`src/rtl/fp_addsub_pipe.sv`:
```
// Five-stage pipelined floating-point adder/subtractor: RNE rounding, flush-to-zero
// subnormals, IEEE-style status flags and one global stall for backpressure.
module fp_addsub_pipe #(
    parameter int unsigned EXP_W = 8,
    parameter int unsigned MAN_W = 23
) (
    input  logic                 clk,
    input  logic                 rst,
    input  logic                 in_valid,
    output logic                 in_ready,
    input  logic [EXP_W+MAN_W:0] a,
    input  logic [EXP_W+MAN_W:0] b,
    input  logic                 sub,
    output logic                 out_valid,
    input  logic                 out_ready,
    output logic [EXP_W+MAN_W:0] y,
    output logic [3:0]           flags
);
    localparam int unsigned W       = 1 + EXP_W + MAN_W;
    localparam int unsigned SIG_W   = MAN_W + 1;
    localparam int unsigned SHX_W   = MAN_W + 3;
    localparam int unsigned EXT_W   = MAN_W + 4;
    localparam int unsigned SUM_W   = MAN_W + 5;
    localparam int unsigned LZ_W    = $clog2(EXT_W + 1);
    localparam int unsigned EN_W    = EXP_W + LZ_W + 1;
    localparam int unsigned EXP_MAX = (1 << EXP_W) - 1;
    localparam logic [W-1:0] QNAN   = {1'b0, {EXP_W{1'b1}}, 1'b1, {(MAN_W-1){1'b0}}};

    logic en;
    assign en       = !(out_valid && !out_ready);
    assign in_ready = en;

    function automatic logic [LZ_W-1:0] lzc(input logic [EXT_W-1:0] v);
        logic [LZ_W-1:0] n;
        n = LZ_W'(EXT_W);
        for (int i = 0; i < int'(EXT_W); i++) begin
            if (v[i]) n = LZ_W'(int'(EXT_W) - 1 - i);
        end
        return n;
    endfunction

    // Stage registers
    logic             v1, v2, v3, v4;
    logic             s1_sign, s1_esub, s1_spec, s1_inv;
    logic [EXP_W-1:0] s1_exp_l, s1_exp_s;
    logic [SIG_W-1:0] s1_sig_l, s1_sig_s;
    logic [W-1:0]     s1_spec_y;
    logic             s2_sign, s2_esub, s2_spec, s2_inv;
    logic [EXP_W-1:0] s2_exp;
    logic [EXT_W-1:0] s2_a_ext, s2_b_ext;
    logic [W-1:0]     s2_spec_y;
    logic             s3_sign, s3_esub, s3_spec, s3_inv;
    logic [EXP_W-1:0] s3_exp;
    logic [SUM_W-1:0] s3_sum;
    logic [W-1:0]     s3_spec_y;
    logic             s4_sign, s4_zero, s4_spec, s4_inv;
    logic [EN_W-1:0]  s4_exp;
    logic [EXT_W-1:0] s4_norm;
    logic [W-1:0]     s4_spec_y;

    // S1: unpack, flush subnormals, classify specials, order by magnitude
    logic             a_s, b_s, a_nan, b_nan, a_inf, b_inf, a_snan, b_snan, swap;
    logic [EXP_W-1:0] a_e, b_e;
    logic [MAN_W-1:0] a_f, b_f;
    logic             n1_spec, n1_inv;
    logic [W-1:0]     n1_spec_y;

    always_comb begin
        a_s       = a[W-1];
        b_s       = b[W-1] ^ sub;
        a_e       = a[W-2:MAN_W];
        b_e       = b[W-2:MAN_W];
        a_f       = (a_e == '0) ? '0 : a[MAN_W-1:0];
        b_f       = (b_e == '0) ? '0 : b[MAN_W-1:0];
        a_nan     = (a_e == '1) && (a_f != '0);
        b_nan     = (b_e == '1) && (b_f != '0);
        a_inf     = (a_e == '1) && (a_f == '0);
        b_inf     = (b_e == '1) && (b_f == '0);
        a_snan    = a_nan && !a_f[MAN_W-1];
        b_snan    = b_nan && !b_f[MAN_W-1];
        swap      = {b_e, b_f} > {a_e, a_f};
        n1_spec   = 1'b1;
        n1_inv    = 1'b0;
        n1_spec_y = QNAN;
        if (a_nan || b_nan) begin
            n1_inv = a_snan || b_snan;
        end else if (a_inf && b_inf && (a_s != b_s)) begin
            n1_inv = 1'b1;
        end else if (a_inf) begin
            n1_spec_y = {a_s, {EXP_W{1'b1}}, {MAN_W{1'b0}}};
        end else if (b_inf) begin
            n1_spec_y = {b_s, {EXP_W{1'b1}}, {MAN_W{1'b0}}};
        end else begin
            n1_spec = 1'b0;
        end
    end

    // S2: align the smaller significand, keeping guard/round and a sticky OR
    logic [EXP_W-1:0] diff;
    logic [SHX_W-1:0] sh_in, sh_out;
    logic             sticky;

    always_comb begin
        diff   = s1_exp_l - s1_exp_s;
        sh_in  = {s1_sig_s, 2'b00};
        sh_out = '0;
        sticky = |sh_in;
        if (32'(diff) < SHX_W) begin
            sh_out = sh_in >> diff;
            sticky = |(sh_in & ~({SHX_W{1'b1}} << diff));
        end
    end

    // S3: magnitude add or subtract; A >= B so the difference never goes negative
    logic [SUM_W-1:0] n3_sum;
    assign n3_sum = s2_esub ? ({1'b0, s2_a_ext} - {1'b0, s2_b_ext})
                            : ({1'b0, s2_a_ext} + {1'b0, s2_b_ext});

    // S4: normalise; an exact cancellation is +0 unless both operands were -0
    logic [LZ_W-1:0]  lz;
    logic             n4_zero, n4_sign;
    logic [EXT_W-1:0] n4_norm;
    logic [EN_W-1:0]  n4_exp;

    always_comb begin
        lz      = lzc(s3_sum[EXT_W-1:0]);
        n4_zero = (s3_sum == '0);
        n4_sign = n4_zero ? (s3_sign && !s3_esub) : s3_sign;
        if (s3_sum[SUM_W-1]) begin
            n4_norm = {s3_sum[SUM_W-1:2], s3_sum[1] | s3_sum[0]};
            n4_exp  = EN_W'(s3_exp) + EN_W'(1);
        end else begin
            n4_norm = s3_sum[EXT_W-1:0] << lz;
            n4_exp  = EN_W'(s3_exp) - EN_W'(lz);
        end
    end

    // S5: round to nearest even, then resolve specials, zero, underflow, overflow
    logic             inc, inexact, uflow, oflow;
    logic [SIG_W:0]   rnd;
    logic [EN_W-1:0]  exp_r;
    logic [MAN_W-1:0] frac_r;
    logic [W-1:0]     n5_y;
    logic [3:0]       n5_flags;

    always_comb begin
        inc      = s4_norm[2] && (s4_norm[1] || s4_norm[0] || s4_norm[3]);
        rnd      = {1'b0, s4_norm[EXT_W-1:3]} + (SIG_W+1)'(inc);
        exp_r    = s4_exp + EN_W'(rnd[SIG_W]);
        frac_r   = rnd[SIG_W] ? rnd[MAN_W:1] : rnd[MAN_W-1:0];
        inexact  = |s4_norm[2:0];
        uflow    = s4_exp[EN_W-1] || (s4_exp == '0);
        oflow    = !exp_r[EN_W-1] && (exp_r >= EN_W'(EXP_MAX));
        n5_y     = {s4_sign, exp_r[EXP_W-1:0], frac_r};
        n5_flags = {3'b000, inexact};
        if (s4_spec) begin
            n5_y     = s4_spec_y;
            n5_flags = {s4_inv, 3'b000};
        end else if (s4_zero) begin
            n5_y     = {s4_sign, {(W-1){1'b0}}};
            n5_flags = 4'b0000;
        end else if (uflow) begin
            n5_y     = {s4_sign, {(W-1){1'b0}}};
            n5_flags = 4'b0011;
        end else if (oflow) begin
            n5_y     = {s4_sign, {EXP_W{1'b1}}, {MAN_W{1'b0}}};
            n5_flags = 4'b0101;
        end
    end

    // Valids and architected outputs; y/flags only move when a valid op retires
    always_ff @(posedge clk) begin
        if (rst) begin
            v1        <= 1'b0;
            v2        <= 1'b0;
            v3        <= 1'b0;
            v4        <= 1'b0;
            out_valid <= 1'b0;
            y         <= '0;
            flags     <= '0;
        end else if (en) begin
            v1        <= in_valid;
            v2        <= v1;
            v3        <= v2;
            v4        <= v3;
            out_valid <= v4;
            if (v4) begin
                y     <= n5_y;
                flags <= n5_flags;
            end
        end
    end

    // Datapath registers carry don't-care contents in bubbles
    always_ff @(posedge clk) begin
        if (en) begin
            s1_sign   <= swap ? b_s : a_s;
            s1_esub   <= a_s ^ b_s;
            s1_exp_l  <= swap ? b_e : a_e;
            s1_exp_s  <= swap ? a_e : b_e;
            s1_sig_l  <= swap ? {b_e != '0, b_f} : {a_e != '0, a_f};
            s1_sig_s  <= swap ? {a_e != '0, a_f} : {b_e != '0, b_f};
            s1_spec   <= n1_spec;
            s1_inv    <= n1_inv;
            s1_spec_y <= n1_spec_y;

            s2_sign   <= s1_sign;
            s2_esub   <= s1_esub;
            s2_exp    <= s1_exp_l;
            s2_a_ext  <= {s1_sig_l, 3'b000};
            s2_b_ext  <= {sh_out, sticky};
            s2_spec   <= s1_spec;
            s2_inv    <= s1_inv;
            s2_spec_y <= s1_spec_y;

            s3_sign   <= s2_sign;
            s3_esub   <= s2_esub;
            s3_exp    <= s2_exp;
            s3_sum    <= n3_sum;
            s3_spec   <= s2_spec;
            s3_inv    <= s2_inv;
            s3_spec_y <= s2_spec_y;

            s4_sign   <= n4_sign;
            s4_zero   <= n4_zero;
            s4_exp    <= n4_exp;
            s4_norm   <= n4_norm;
            s4_spec   <= s3_spec;
            s4_inv    <= s3_inv;
            s4_spec_y <= s3_spec_y;
        end
    end
endmodule

```
`config.mk`:
```
export PLATFORM = sky130hd
export DESIGN_NAME = fp_addsub_pipe
export DESIGN_NICKNAME = d
export VERILOG_FILES = /design/src/rtl/fp_addsub_pipe.sv
export SDC_FILE = /design/constraint.sdc
export NUM_CORES = 1
export LEC_CHECK = 0
export CAP_MARGIN = 20
export CORE_MARGIN = 2
export CORE_UTILIZATION = 45
export CTS_CLUSTER_SIZE = 14
export DETAILED_ROUTE_END_ITERATION = 10
export PLACE_DENSITY_LB_ADDON = 0.08
export SETUP_SLACK_MARGIN = 0.3
export SYNTH_ARGS = -nofsm -noshare
export SYNTH_HDL_FRONTEND = slang
export SYNTH_SLANG_ARGS = --single-unit
```
`constraint.sdc`:
```
create_clock -name clk -period 11.1 [get_ports clk]
set_input_delay 2.22 -clock clk [delete_from_list [all_inputs] [get_ports clk]]
set_output_delay 2.22 -clock clk [all_outputs]
set_load 0.05 [all_outputs]
```
; ---- After elaboration in Yosys (flattened, before gate mapping)
; Index checks and enable logic that the tools add are counted.
[op_classes]
mux = 53
n_lt_le_gt_ge = 3
n_reduce_logical = 39
eq_ne = 3
bitwise_logic = 6
addsub = 7
shifts = 3
[ops]
columns = op, count
row1 = 5-bit 2-to-1 mux, 26
row2 = 32-bit 2-to-1 mux, 3
row3 = 31-bit 2-to-1 mux, 3
row4 = 23-bit 2-to-1 mux, 3
row5 = 24-bit 2-to-1 mux, 2
row6 = 23-bit zero test, 2
row7 = 23-bit nonzero test, 2
row8 = 31-bit > comparator, 1
row9 = 27-bit by 27-bit adder with 28-bit output, 1
row10 = 28-bit zero test, 1
row11 = 28-bit 2-to-1 mux, 1
row12 = 27-bit by 27-bit subtractor with 28-bit output, 1
row13 = 27-bit by 5-bit << shifter with 27-bit output, 1
row14 = 26-bit bitwise AND, 1
row15 = 26-bit 2-to-1 mux, 1
row16 = 26-bit inverter, 1
row17 = 26-bit OR reduction, 1
row18 = "26-bit by 8-bit << shifter with 26-bit output, first input constant", 1
row19 = 26-bit by 8-bit >> shifter with 26-bit output, 1
row20 = 24-bit by 1-bit adder with 25-bit output, 1
row21 = 24-bit OR reduction, 1
row22 = "8-bit equality test, second input constant", 2
row23 = 8-bit zero test, 2
row24 = 8-bit 2-to-1 mux, 2
row25 = other kinds (22), 53
[totals]
output_inout_bits = 38
word_cells = 155
regBits = 385
inputBits = 69

; ---- Depth between registers and ports, before layout
; Gate-level depths: netlist (run 1).
[depth]
depth_word = 29
ltp_mapped = 20
ltp_nobuf = 18

; ---- Least setup slack after synthesis (run 1)
; OpenSTA, ideal clock, no wires.
[synth_path]
kind = input to register
start = input out_ready
end = register y[11]
cell_stages = 8
arrival_time_ps = 11043
path_buffers = 1
setup_ps = 66
path_slack_ps = -8
t_required_ps = 11034
cell_sequence = nand2b_1 > clkbuf_1 > nand2_1 > nor3_1 > nand2b_1 > nor2_1 > a22oi_1 > nor2_1
[synth_via]
elab_chain_cells = 4
[synth_lines]
columns = element, line_no
row1 = "start, declared", 15  ; input logic out_ready,
row2 = 1-bit zero test, 30  ; assign en = !(out_valid && !out_ready);
row3 = 1-bit logical AND, 30
row4 = 1-bit inverter (no source line), n/a
row5 = 2-bit AND reduction (no source line), n/a
row6 = "end signal, assigned", 188  ; y <= n5_y;
row7 = "end, declared", 16  ; output logic [EXP_W+MAN_W:0] y,
; No other way between the ends.
; A chain may end at the register's enable or synchronous reset.

; ---- Final worst setup path (run 1)
[layout_path]
start = input b[27]
end = register s1_sig_l[23], data pin
[layout_via]
elab_chain_cells = 4
word_cells_on_any_way = 5
cone_classes = 1 x order compare / 2 x mux / 2 x reduce/logical
[layout_lines]
columns = element, line_no
row1 = "start, declared", 12  ; input logic [EXP_W+MAN_W:0] b,
row2 = 8-bit zero test, 74  ; b_f = (b_e == '0) ? '0 : b[MAN_W-1:0];
row3 = 23-bit 2-to-1 mux, 74
row4 = 31-bit > comparator, 81  ; swap = {b_e, b_f} > {a_e, a_f};
row5 = 24-bit 2-to-1 mux *, 201  ; s1_sig_l <= swap ? {b_e != '0, b_f} : {a_e != '0, a_f};
row6 = "end signal, assigned", 201
row7 = "end, declared", 46  ; logic [SIG_W-1:0] s1_sig_l, s1_sig_s;
; Mark *: on every way between the ends. The rest lies on a longest branch, timed or not.

==> results_dict.tcl, run 1 <==
set metrics [dict create \
    clk_pin_slew_ps 60 \
    period_needed_ps 7040 \
    cts_setup_buffers 0 \
    final_common_cell "edfxtp_1" \
    path_max_fanout 48 \
    place_congestion 0.935 \
    numCtsBuffers 30 \
    crit_arrival_ps 7370 \
    syn_inst 1767 \
    skew_ps 13.7 \
    port_buffers 106 \
    dr.pass1.iters 9 \
    max_cap_viol_count 0 \
    grtUsageTotal_pct 22.1 \
    fp.dieH_um 200 \
    finalMaxSlewViolations 0 \
    cts_sinks 261 \
    ir_drop_mv 0.115 \
    worstSetupEndpointType "flip-flop" \
    synthSimpleGateAreaFrac_pct 15.3 \
    hold_viol 0 \
    cts_htree_levels 1 \
    fin_tns_setup_ps 0 \
    ctsResizeCount 0 \
    vias 13715 \
    ys_seq_area_share_pct 43.0 \
    syn_area_per_cell_um2 9.77 \
    hp-start "s1_spec_y[31]$_SDFFCE_PP0N_" \
    root_buffer "clkbuf_16" \
    min_to "s2_spec_y[31]$_DFFE_PN_" \
    relSlewSlack_pct 28.6 \
    dr.first_iter.drc_count 1078 \
    gr-total-overflow 0 \
    cts_hold_buf 0 \
    synth_compound_area_share_pct 16.5 \
    cts_tree "yes" \
    setup_slack_ps 4060 \
    grt_pass1_vias 13047 \
    cellPowerDensity_mw_per_mm2 197 \
    dieWidth_um 200 \
    r2r-start "s4_norm[2]$_DFFE_PN_" \
    synthAdderAreaFrac_pct 7.31 \
    timing.rr.end "y[5]$_SDFFE_PP0P_" \
    grt_max_degree 78 \
    fin_nets 2015 \
    synthMuxAreaShare_pct 10.2 \
    final_cell_mix "220 x edfxtp_1, 168 x nor2_1, 148 x nand2_1, 116 x mux2i_1, 114 x a21oi_1" \
    utilization_pct 52.8 \
    p_leak_uw 0.00795 \
    drive_above_1_share_pct 7.54 \
    placedCellCount 2325 \
    fmax_mhz 142 \
    worstHoldPathType "flip-flop to flip-flop" \
    instances_no_fill 2382 \
    synth_top_family_by_area "compound AO/OA/AOI/OAI gates" \
    timing.reg2reg.setup_slack_ps 6450 \
    pre_cts_ws_ps 3470 \
    grt_pass1_wl_um 70200 \
    hold_path_depth 0 \
    clkLatencyLatePin_ps 580 \
    ys_async_sr_fraction_pct 0 \
    synth_edf_count 220 \
    critPathRequiredTime_ps 11430 \
    synth_ff_type "edfxtp_1" \
    area_delta_synth_final_pct 15.5 \
    wl_um 44500 \
    syn_area_mm2 0.0173 \
    drc 0 \
    worst_slew_pin_slew_ps 1070 \
    clockBufferDepth 3 \
    hpwl_um 34000 \
    antenna_found_initial 0 \
    synth_nets 1935 \
    core_region_area_mm2 0.0378 \
    dieArea_mm2 0.0399 \
    rows 71 \
    wl_per_cell_um 18.7 \
    synth.distinct_cells 87 \
    synth_xor_area_share_pct 3.30 \
    yosys_warnings 0 \
    start_util_pct 45.7 \
    rsz0062_at_grt "no" \
    ios 107 \
    avgViaCountPerCell 5.76 \
    drtAntennaViolNets 0 \
    outcome "finished clean" \
    period_share_pct 63.4 \
    setup_viol_count_final 0 \
    reg2reg_depth 19 \
    worst_setup_path_start_kind "input port" \
    synth.ff_latch_count 261 \
    worstSetupPathType "input port to flip-flop" \
]
Yosys cell counts, drive strengths merged, types with 8 or more instances:
cell type,number,share of area [%]
mux2i,119,7.0
nand2b,26,0.94
nor2,168,3.7
dfxtp,41,4.8
and2,13,0.47
a221oi,9,0.53
xnor2,43,2.2
a22o,8,0.41
ha,96,7.0
buf,17,0.54
o21ai,105,3.1
a22oi,13,0.57
o21a,13,0.57
inv,112,2.4
mux2,35,2.3
nand3,38,1.1
nand4,30,1.1
clkbuf,62,1.3
a31oi,14,0.59
and3,10,0.36
nor3,39,1.1
nor2b,19,0.69
a21o,19,0.83
nand2,148,3.2
o211ai,16,0.73
nor4,28,1.0
o22ai,9,0.33
a21oi,114,3.3
edfxtp,220,38
xor2,22,1.1
or3,12,0.43
a211oi,31,1.3
state kept, by name, indices dropped and copies added (netlist names), 8 cells and up:
signal,cells
s4_norm,27
s3_exp,8
s2_exp,8
y,32
s2_b_ext,27
s1_sig_l,24
s2_a_ext,24
s1_exp_l,8
s1_exp_s,8
s1_sig_s,24
s3_sum,28
s4_exp,10
critical path: stages:
cell,delay [ps]
clkdlybuf4s50_1,500
nor4_1,380
nand2_1,630
nand2_1,390
inv_1,80
ha_1,300
nand4_1,150
nor4_1,480
o21ai_0,170
a21oi_1,150
o41ai_1,150
a31oi_4,570
buf_4,720
mux2_2,410
cell type report:
class / instances / area [um^2]
fillers: 3423 / 17800
flip-flops and latches: 261 / 7430
clock buffers: 33 / 793
repair buffers: 127 / 1240
diodes: 1 / 2.50
multi-input cells: 1314 / 9120
inverters: 113 / 424
clock inverters: 22 / 288
well taps: 511 / 639
stage by stage:
stage | instance area [um^2] | hold slack [ps] | power, uW
6_report | 19900 | 413 | 3920
5_1_grt | 19900 | 417 | 4150
2_1_floorplan | 17300 | 400 | 2450
4_1_cts | 19900 | 412 | 3930
3_3_place_gp | 18800 | 401 | 2860
3_5_place_dp | 18800 | 405 | 2870
report_power, final:
group          switching (uW)  leakage [uW]  total (uW)  internal [uW]
sequential                215       0.00270        1500           1280
clock                     413      0.000530        1050            638
combinational             807       0.00471        1370            567
per-layer routing:
layer | GRT usage, % | wire length (um) | share of wire [%] | vias to the layer above
met3 | 2.30 | 2130 | 4.8 | 83
met1 | 30.4 | 20200 | 45 | 6472
met2 | 36.2 | 20700 | 46 | 422
met4 | 8.37 | 1530 | 3.4 | 0
met5 | 0 | 0 | 0 | -
li1 | - | - | - | 6738
worst max path at each step:
stage	startpoint	endpoint	slack, ps	cells after the start
6_report	b[27]	s1_sig_l[23]$_DFFE_PN_	4060	14
2_1_floorplan	out_ready	in_ready	3510	2
4_1_cts	b[27]	s1_sig_l[23]$_DFFE_PN_	4080	14
3_3_place_gp	b[27]	s1_sig_l[23]$_DFFE_PN_	3580	14
5_1_grt	b[27]	s1_sig_s[23]$_DFFE_PN_	3890	14
3_5_place_dp	b[27]	s1_sig_l[23]$_DFFE_PN_	3470	14
cell families after synthesis:
family | after synthesis
buf+inv | 192
xor+xnor | 65
fa+ha+maj | 99
mux | 161
compound gates | 433
flops | 261
simple gates | 556
Power figures use the tool's default switching activity.
==> run 2, diff against run 1 <==
clock period = 7 ns   (was 11.1 ns; I/O delays follow)
==> run 2 against run 1 <==
Wire length grew 0.29%. Sequential share of layout area rose by 0.16 points. Worst setup slack worse by 2400 ps. Register-to-register slack lost 4100 ps. Die area unchanged. Power is 54% higher. Clock-buffer cell count shrank 2. Final area shrank 0.42%. Clock skew is 2.9 ps lower.
==> results_dict.tcl, run 2 (same netlist as run 1, synthesis figures left out) <==
set metrics [dict create \
    outcome "finished clean" \
    area_delta_synth_final_pct 15.0 \
    combPwrFrac_pct 36.1 \
    clk_pin_slew_ps 60 \
    fillerInstances 3465 \
    skew_ps 10.8 \
    grt_pass1_wl_um 69700 \
    max_cap_viol_count 0 \
    p_leak_uw 0.00791 \
    wl_um 44600 \
    clkLatencyLatePin_ps 570 \
    hold_viol 0 \
    period_share_pct 76.7 \
    place_congestion 0.932 \
    utilization_pct 52.6 \
    relSlewSlack_pct 36.5 \
    grt_pass1_vias 13100 \
    vias 13803 \
    p_clk_share_pct 24.8 \
    path_max_fanout 21 \
    worstSetupEndpointType "flip-flop" \
    top_register "y" \
    critPathRequiredTime_ps 7310 \
    grtUsageTotal_pct 22.0 \
    drtAntennaViolNets 0 \
    largest_register_ff_count 32 \
    ctsResizeCount 0 \
    crit_arrival_ps 5670 \
    cellPowerDensity_mw_per_mm2 305 \
    final_common_cell "edfxtp_1" \
    top_regs "y (32), s3_sum (28)" \
    numCtsBuffers 29 \
    antenna_found_initial 0 \
    internal_power_uw 3810 \
    seq_power_share_pct 39.1 \
    fmax_mhz 186 \
    finalMaxSlewViolations 0 \
    setup_slack_ps 1630 \
    avgViaCountPerCell 5.79 \
    dieArea_mm2 0.0399 \
    rsz0062_at_grt "no" \
    hpwl_um 33800 \
    wl_per_cell_um 18.7 \
    cts_htree_levels 1 \
    cts_tree "yes" \
    dieWidth_um 200 \
    worst_setup_path_start_kind "input port" \
    root_buffer "clkbuf_16" \
    drc 0 \
    core_region_area_mm2 0.0378 \
    worstSetupPathType "input port to flip-flop" \
    diodes 0 \
    dr.pass1.iters 7 \
    cts_hold_buf 0 \
    ios 107 \
    setup_viol_count_final 0 \
    whs_ps 416 \
    fp.dieH_um 200 \
    clockBufferDepth 3 \
    drive_above_1_share_pct 7.63 \
    worst_slew_pin_slew_ps 952 \
    fin_nets 2020 \
    cts_setup_buffers 0 \
    period_needed_ps 5370 \
    port_buffers 106 \
    dr.first_iter.drc_count 1055 \
    pre_cts_ws_ps 824 \
    worstHoldPathType "flip-flop to flip-flop" \
    power.switching_uw 2240 \
    rows 71 \
    final_cell_mix "220 x edfxtp_1, 168 x nor2_1, 148 x nand2_1, 116 x mux2i_1, 114 x a21oi_1" \
    fin_tns_setup_ps 0 \
    ir_drop_mv 0.199 \
    gr-total-overflow 0 \
    cts_sinks 261 \
    start_util_pct 45.7 \
    grt_max_degree 173 \
    swShare_pct 37.1 \
]
[run 2: changes by cell type in the layout (fill, tap and decap cells not counted), moves of 2 or more]
cell       delta
bufinv_16     -2
buf_4         +5
clkinv_4      -3
clkinv_2      +5
clkbuf_16     -2
inv_6         -2
[run 2: final cells by class]
type,count,area [um^2],share of cell area [%]
sequential,261,7430,37.4
timing repair buffer,133,1300,6.53
clock inverter,22,209,1.05
multi-input combinational,1314,9120,45.9
tap,511,639,3.22
clock buffer,31,733,3.69
inverter,113,424,2.14
[run 2: metal layers]
metal	GRT usage [%]	part of all wire, %
met1	29.6	45
met2	36.4	47
met3	2.55	4.7
met4	9.08	3.7
met5	0	0
[run 2: power by group through the flow]
| stage | registers [uW] | logic (uW) | clock network (uW) |
|---|---|---|---|
| after floorplan | 2260 | 1630 | 0 |
| after global placement | 2390 | 2150 | 0 |
| after detailed placement | 2390 | 2150 | 0 |
| after CTS | 2360 | 2160 | 1540 |
| after global routing | 2400 | 2400 | 1590 |
| final | 2360 | 2180 | 1500 |
[run 2: final timing paths]
| kind | slack (ps) | start | cells past startpoint | end |
|---|---|---|---|---|
| worst max-delay path | 1630 | a[30] | 16 | s1_sig_l[3]$_DFFE_PN_ |
| worst min-delay path | 420 | s3_spec_y[22]$_DFFE_PN_ | 0 | s4_spec_y[22]$_DFFE_PN_ |
| worst max register to register | 2320 | s4_norm[2]$_DFFE_PN_ | 19 | y[9]$_SDFFE_PP0P_ |
| worst min register to register | 420 | s3_spec_y[22]$_DFFE_PN_ | 0 | s4_spec_y[22]$_DFFE_PN_ |
[run 2: critical path: stages]
cell	delay (ps)
clkdlybuf4s50_1	480
nor4_1	330
nand2_1	480
nand2_1	290
ha_1	270
nor2b_1	130
o21a_1	160
o21a_1	160
o21a_1	160
o21ai_0	180
a21oi_1	100
o41ai_1	590
a31oi_4	320
buf_16	260
buf_4	200
mux2i_1	150
[run 2: stage by stage]
stage / std cells / power, uW / area, um^2
after global routing: 2385 / 6400 / 19800
after detailed placement: 2331 / 4540 / 18900
after global placement: 2331 / 4540 / 18900
after CTS: 2384 / 6060 / 19800
final: 2385 / 6050 / 19800
after floorplan: 1767 / 3890 / 17300
==> run 3, diff against run 2 <==
clock period = 5.4 ns   (was 7 ns; I/O delays follow)
==> run 3 against run 2 <==
Final cell count up 0.17%. Wire length rose by 0.91%. Largest cell class unchanged. Non-clock buffer count grew 5. Worst hold slack worse by 3.3 ps. Die area unchanged. Core utilization is 0.37 points higher. Worst setup slack got worse by 830 ps. Power rose by 32%. Register-to-register slack lost 1300 ps.
==> results_dict.tcl, run 3 (same netlist as run 1, synthesis figures left out) <==
set metrics [dict create \
    skew_ps 11.4 \
    p_clk_share_pct 25.7 \
    critPathRequiredTime_ps 5710 \
    crit_arrival_ps 4910 \
    place_congestion 0.934 \
    area_delta_synth_final_pct 15.8 \
    clkLatencyLatePin_ps 570 \
    swShare_pct 36.5 \
    clk_pin_slew_ps 60 \
    power.switching_uw 2900 \
    diodes 0 \
    drtAntennaViolNets 0 \
    numCtsBuffers 28 \
    clockBufferDepth 3 \
    dieWidth_um 200 \
    gr-total-overflow 0 \
    rows 71 \
    grt_pass1_vias 13181 \
    worst_slew_pin_slew_ps 1070 \
    seq_power_share_pct 38.5 \
    start_util_pct 45.7 \
    grt_pass1_wl_um 71000 \
    wl_um 45000 \
    hpwl_um 34600 \
    dr.first_iter.drc_count 947 \
    power_uw 7970 \
    worstSetupEndpointType "flip-flop" \
    top_register "y" \
    max_cap_viol_count 0 \
    rsz0062_at_grt "no" \
    cts_htree_levels 1 \
    worstHoldPathType "flip-flop to flip-flop" \
    wl_per_cell_um 18.8 \
    worstSetupPathType "input port to flip-flop" \
    final_cell_mix "220 x edfxtp_1, 168 x nor2_1, 148 x nand2_1, 116 x mux2i_1, 114 x a21oi_1" \
    grt_max_degree 104 \
    ir_drop_mv 0.237 \
    whs_ps 413 \
    dr.pass1.iters 5 \
    drive_above_1_share_pct 7.72 \
    internal_power_uw 5060 \
    p_leak_uw 0.00799 \
    hold_viol 0 \
    cellPowerDensity_mw_per_mm2 399 \
    port_buffers 106 \
    dieArea_mm2 0.0399 \
    worst_setup_path_start_kind "input port" \
    period_needed_ps 4600 \
    period_share_pct 85.1 \
    fin_nets 2024 \
    timing.reg2reg.setup_slack_ps 980 \
    avgViaCountPerCell 5.81 \
    core_region_area_mm2 0.0378 \
    cts_setup_buffers 0 \
    final_common_cell "edfxtp_1" \
    relSlewSlack_pct 28.3 \
    path_max_fanout 38 \
    cts_sinks 261 \
    cts_hold_buf 0 \
    vias 13881 \
    fin_tns_setup_ps 0 \
    outcome "finished clean" \
    root_buffer "clkbuf_16" \
    utilization_pct 52.9 \
    drc 0 \
    combPwrFrac_pct 35.8 \
    antenna_found_initial 0 \
    cts_tree "yes" \
    setup_viol_count_final 0 \
    largest_register_ff_count 32 \
    grtUsageTotal_pct 22.5 \
    top_regs "y (32), s3_sum (28)" \
    ctsResizeCount 0 \
    fp.dieH_um 200 \
    ios 107 \
    finalMaxSlewViolations 0 \
    fmax_mhz 218 \
]
==> run 3: cell types whose count changed in the layout (fill, tap and decap cells not counted), sizes merged <==
cell and delta:
inv +1, clkinv -8, clkbuf +9, buf +5
clkinvlp -3
==> run 3: final timing paths <==
| path | to | cells after the start | from |
|---|---|---|---|
| max | s1_sig_s[8]$_DFFE_PN_ | 18 | b[27] |
| min | s2_sign$_DFFE_PN_ | 0 | s1_sign$_DFFE_PN_ |
| max reg2reg | y[15]$_SDFFE_PP0P_ | 20 | s4_norm[2]$_DFFE_PN_ |
| min reg2reg | s2_sign$_DFFE_PN_ | 0 | s1_sign$_DFFE_PN_ |
==> run 3: final cells by class <==
class | count | area, um^2
clock inverter | 12 | 161
fill | 3455 | 17800
multi-input combinational | 1314 | 9120
inverter | 113 | 424
clock buffer | 40 | 852
sequential | 261 | 7430
tap | 511 | 639
timing repair buffer | 138 | 1360
==> run 3: routing by layer <==
layer | vias to the layer above | global-route usage [%] | wire, um
met1 | 6648 | 30.5 | 20300
met2 | 397 | 37.3 | 21100
met3 | 90 | 2.47 | 1950
met4 | 0 | 7.93 | 1590
li1 | 6746 | - | -
met5 | - | 0 | 0
==> run 3: per-stage QoR <==
| stage | instance area (um^2) | setup WS [ps] | cells |
|---|---|---|---|
| floorplan | 17300 | 894 | 1767 |
| global placement | 19000 | 238 | 2337 |
| detailed placement | 19000 | 150 | 2337 |
| CTS | 20000 | 753 | 2389 |
| global route | 20000 | 440 | 2389 |
| finish | 20000 | 802 | 2389 |
==> run 3: worst max-delay path, cell delays in order <==
cell and delay [ps]:
clkdlybuf4s50_1 500, nor4_1 420, nand2_1 160, buf_12 190, nand2_1 120, inv_1 50
ha_1 290, nor2b_1 130, o21a_1 160, o21a_1 160, o21a_1 150, o21ai_0 160
a21oi_1 100, o41ai_1 530, a31oi_4 150, buf_12 220, buf_4 200, mux2i_1 130
==> run 3: power by group through the flow <==
stage / sequential, uW / combinational (uW) / clock [uW]
after floorplan: 2930 / 2110 / 0
after detailed placement: 3100 / 2810 / 0
after CTS: 3060 / 2820 / 2100
after global routing: 3110 / 3130 / 2190
after global placement: 3100 / 2800 / 0
final: 3070 / 2850 / 2050
